[src/rtl/ahb_default_sub.sv]
// AHB-Lite default subordinate: answers any selected NONSEQ/SEQ transfer with a two-cycle ERROR.
// Optional first-fault / fault-count log built when DEFAULT_SUB_FAULTLOG_EN is defined.
module ahb_default_sub #(
    parameter int PA_BITS  = 56,
    parameter int CNT_BITS = 8,
    parameter int XLEN     = 64
) (
    input  logic                clk,
    input  logic                reset,
    input  logic                HSELDefault,
    input  logic [PA_BITS-1:0]  HADDR,
    input  logic [1:0]          HTRANS,
    input  logic                HWRITE,
    input  logic [2:0]          HSIZE,
    input  logic                HREADY,
    output logic                HREADYDefault,
    output logic                HRESPDefault,
    output logic [XLEN-1:0]     HRDATADefault,
    input  logic                LogClear,
    output logic                FaultValid,
    output logic [PA_BITS-1:0]  FaultAddr,
    output logic                FaultWrite,
    output logic [2:0]          FaultSize,
    output logic [CNT_BITS-1:0] FaultCount
);

    typedef enum logic [1:0] {
        S_IDLE = 2'd0,
        S_ERR1 = 2'd1,
        S_ERR2 = 2'd2
    } state_t;

    state_t state_reg;
    logic   hready_reg;
    logic   hresp_reg;
    logic   accept;

    // HTRANS[1] set means NONSEQ or SEQ; IDLE and BUSY get a zero-wait OKAY.
    assign accept = HSELDefault & HREADY & HTRANS[1];

    always_ff @(posedge clk) begin
        if (reset) begin
            state_reg  <= S_IDLE;
            hready_reg <= 1'b1;
            hresp_reg  <= 1'b0;
        end else begin
            case (state_reg)
                S_IDLE: begin
                    if (accept) begin
                        state_reg  <= S_ERR1;
                        hready_reg <= 1'b0;
                        hresp_reg  <= 1'b1;
                    end
                end
                S_ERR1: begin
                    state_reg  <= S_ERR2;
                    hready_reg <= 1'b1;
                    hresp_reg  <= 1'b1;
                end
                S_ERR2: begin
                    if (accept) begin
                        state_reg  <= S_ERR1;
                        hready_reg <= 1'b0;
                        hresp_reg  <= 1'b1;
                    end else begin
                        state_reg  <= S_IDLE;
                        hready_reg <= 1'b1;
                        hresp_reg  <= 1'b0;
                    end
                end
                default: begin
                    state_reg  <= S_IDLE;
                    hready_reg <= 1'b1;
                    hresp_reg  <= 1'b0;
                end
            endcase
        end
    end

    assign HREADYDefault = hready_reg;
    assign HRESPDefault  = hresp_reg;
    assign HRDATADefault = '0;

`ifdef DEFAULT_SUB_FAULTLOG_EN
    logic                fault_valid_reg;
    logic [PA_BITS-1:0]  fault_addr_reg;
    logic                fault_write_reg;
    logic [2:0]          fault_size_reg;
    logic [CNT_BITS-1:0] fault_count_reg;

    // A clear coinciding with a new fault lets the new fault win and restarts the count at 1.
    always_ff @(posedge clk) begin
        if (reset) begin
            fault_valid_reg <= 1'b0;
            fault_addr_reg  <= '0;
            fault_write_reg <= 1'b0;
            fault_size_reg  <= '0;
            fault_count_reg <= '0;
        end else if (accept) begin
            if (!fault_valid_reg || LogClear) begin
                fault_addr_reg  <= HADDR;
                fault_write_reg <= HWRITE;
                fault_size_reg  <= HSIZE;
            end
            fault_valid_reg <= 1'b1;
            if (LogClear)
                fault_count_reg <= CNT_BITS'(1);
            else if (fault_count_reg != '1)
                fault_count_reg <= fault_count_reg + CNT_BITS'(1);
        end else if (LogClear) begin
            fault_valid_reg <= 1'b0;
            fault_count_reg <= '0;
        end
    end

    assign FaultValid = fault_valid_reg;
    assign FaultAddr  = fault_addr_reg;
    assign FaultWrite = fault_write_reg;
    assign FaultSize  = fault_size_reg;
    assign FaultCount = fault_count_reg;

    logic unused_inputs;
    assign unused_inputs = HTRANS[0];
`else
    assign FaultValid = 1'b0;
    assign FaultAddr  = '0;
    assign FaultWrite = 1'b0;
    assign FaultSize  = '0;
    assign FaultCount = '0;

    // Address-phase fields and the clear only feed the log.
    logic unused_inputs;
    assign unused_inputs = ^{LogClear, HADDR, HWRITE, HSIZE, HTRANS[0]};
`endif

endmodule
[config.mk]
export PLATFORM = sky130hd
export DESIGN_NAME = ahb_default_sub
export DESIGN_NICKNAME = d
export VERILOG_FILES = /design/src/rtl/ahb_default_sub.sv
export SDC_FILE = /design/constraint.sdc
export NUM_CORES = 1
export LEC_CHECK = 0
export ABC_CLOCK_PERIOD_IN_PS = 1200
export CAP_MARGIN = 20
export CORE_AREA = 2 2 78 80
export CTS_CLUSTER_DIAMETER = 120
export CTS_CLUSTER_SIZE = 24
export DETAILED_ROUTE_END_ITERATION = 8
export DIE_AREA = 0 0 80 82
export DONT_BUFFER_PORTS = 1
export GPL_TIMING_DRIVEN = 0
export PLACE_DENSITY = 0.34
export SETUP_SLACK_MARGIN = 0.1
export SLEW_MARGIN = 10
export SYNTH_ARGS = -nofsm -noshare
export SYNTH_HDL_FRONTEND = slang
export SYNTH_SLANG_ARGS = --single-unit
[constraint.sdc]
create_clock -name clk -period 1.2 [get_ports clk]
set_clock_uncertainty 0.15 [all_clocks]
set_input_delay 0.24 -clock clk [delete_from_list [all_inputs] [get_ports clk]]
set_output_delay 0.24 -clock clk [all_outputs]
set_load 0.01 [all_outputs]
==> key figures <==
Synth
  – Post-synth cell types: 12
  – Cells after synthesis: roughly 150
  – Ys flop type: dfxtp_1
  – Commonest cells post-synth: buf_4 (133), dfxtp_1 (4)
  – Mapped Area: 0.00114 sq mm
  – Area share of the largest cell type after synthesis: between 80 and 90%
  – Synth Register Bits: 4
  – Mean Syn Cell Area: ~7.7 sq um
  – Dominant cell type by area after synthesis: buf_4
  – Area contributors post-synth: buf_4 (88%), dfxtp_1 (7.0%), and4b_1 (0.88%)
  – Top-count cell post-synth: buf_4
  – YS warnings: 0
  – Post-synth EDFFs: 0
  – FFs w/ async S/R, synth: 0%
  – Seq/Total Area, Yosys: under 10%

Detailed routing
  – Final wirelength: 1650 microns
  – Via density: 2.14
  – Initial DRC count: 2
  – Detail Route Antenna Nets: 0
  – Via count: between 700 and 800
  – DRC: 0
  – Initial DRT Pass Iterations: 2
  – Routed length per instance: 4.61 microns

GRT
  – Met3 GRT Util: about 3.5%
  – Largest net degree at the start of global routing: 5
  – Vias in the first global route: 468
  – Met2 Use GR: ~6.8%
  – Initial antenna violation count: 0
  – Total grt overflow: 0
  – Global routing's busiest layer: met2
  – Total Routing Usage GR: about 3.9%
  – First-pass GRT wire length: ~2000 microns
  – Met1 Use GR: under 10%

Floorplanning
  – Chip width: 80 microns
  – Num ports: between 200 and 250
  – Row cnt: 28
  – Die area: ~0.0066 sq mm
  – Die height: between 80 and 90 microns
  – Starting Density: 19.8%
  – Core area: between 0.005 and 0.006 sq mm

Clocking
  – CTS clk-pin slew, worst paths: ~30 ps
  – CTS tree: built
  – Root buffer cell: clkbuf_8
  – Clock Sinks: 4
  – Inserted Clock Buffers: 3
  – H-tree depth: 1
  – Post-CTS Setup Repair Bufs: 0
  – Clock Tree Buf Depth: 2
  – Worst skew pair latency: between 200 and 250 ps

Pwr
  – VDD IR max: 417 uV
  – Cell Pwr Density: ~540 mW/mm^2
  – Total power: 960 uW
  – Static Leak: roughly 0.0012 uW

Setup path
  – Worst Path Required: 1150 ps
  – Setup crit end kind: flop
  – Crit path arrival time: 1010 ps
  – Worst setup SP type: flop
  – Largest fanout on the critical path: 2
  – CP Class: flop to flop

Cells and area
  – Final #Nets: approximately 350
  – Area grow syn2layout: 56.6%
  – Fillers: between 600 and 700
  – Util after Layout: between 30% and 40%
  – Number of flip-flops under the largest register name: 2
  – Fin area: 0.00178 sq mm
  – Multi-input gate area: about 550 sq um
  – Share of post-route cells with drive strength above 1: ~50%
  – Sequential cell area: 83.8 sq um
  – N_diodes: 0
  – Finished Layout Cells: ~360

Timing
  – Min cycle time layout: between 1000 and 1500 ps
  – Final setup fails: 0
  – Final cycle utilization of the critical path: between 80% and 90%
  – Final hold vios: 0
  – Max-slew violation count: 0
  – Fmax: roughly 940 MHz
  – RSZ-0062 raised after global routing: no
  – Final setup TNS: 0 ps

Run
  – Number of max-cap violations: 0

Placement
  – Port bufs: 0
  – Placed Instance Area: between 0.0015 and 0.002 sq mm
  – Placed cells: about 350
  – RePlAce Congestion: between 0.6 and 0.7

Outcome
  – Outcome: complete, no violations

Hold path
  – Hold Path Class: input pin to flop
per-layer routing:
metal	routed length (microns)	vias to the layer above
li1	-	453
met5	0	-
met3	450	0
met1	452	231
met2	746	81
met4	0	0
area by class of cell:
class,count,share of cell area [%]
flip-flops and latches,4,4.70
repair buffers,1,0.561
well taps,75,5.26
multi-input cells,141,30.9
plain buffers,133,56.0
clock buffers,3,2.32
inverters,1,0.211
final timing paths:
path / from / to / slack (ps) / depth (start not counted)
hold reg to reg: state_reg[1] / state_reg[1] / 300 / 1
setup reg to reg: HRESPDefault / HRESPDefault / 140 / 2
setup / recovery: HRESPDefault / HRESPDefault / 140 / 2
hold / removal: reset / HREADYDefault / 40 / 2
worst max-delay path, stage by stage, from the launching register on:
cell,delay [ps]
dfxtp_4,340
or2_2,290
a22o_1,170
power breakdown:
group	switching, uW	internal [uW]
Combinational	252	288
Clock	60.4	213
Sequential	6.46	140
cell usage in the layout (no fill, tap or decap):
master           n
buf_4          133
conb_1         133
dfxtp_1          3
clkbuf_8         3
dfxtp_4          1
inv_1            1
and4b_1          1
and2_2           1
nor3_1           1
nor4_1           1
a21oi_1          1
nor2_1           1
or2_2            1
a22o_1           1
dlygate4sd3_1    1
timing repair:
item	4_1_cts	5_1_grt
hold buffers	1	0
gates resized for setup	0	2
hold endpoints to repair	1	0
setup endpoints to repair	0	1
logic make-up after synthesis:
kind of cell	share of synthesized area, %
other	0.329
AO/OA/AOI/OAI	1.21
buffers and inverters	88.0
flip-flops	7.03
AND/OR/NAND/NOR	3.41
metrics by stage:
stage	setup slack (ps)	hold slack [ps]
finish	138	41.6
global route	101	43.3
CTS	112	36.5
detailed placement	116	170
global placement	120	166
floorplan	149	161
Power figures use the tool's default switching activity.
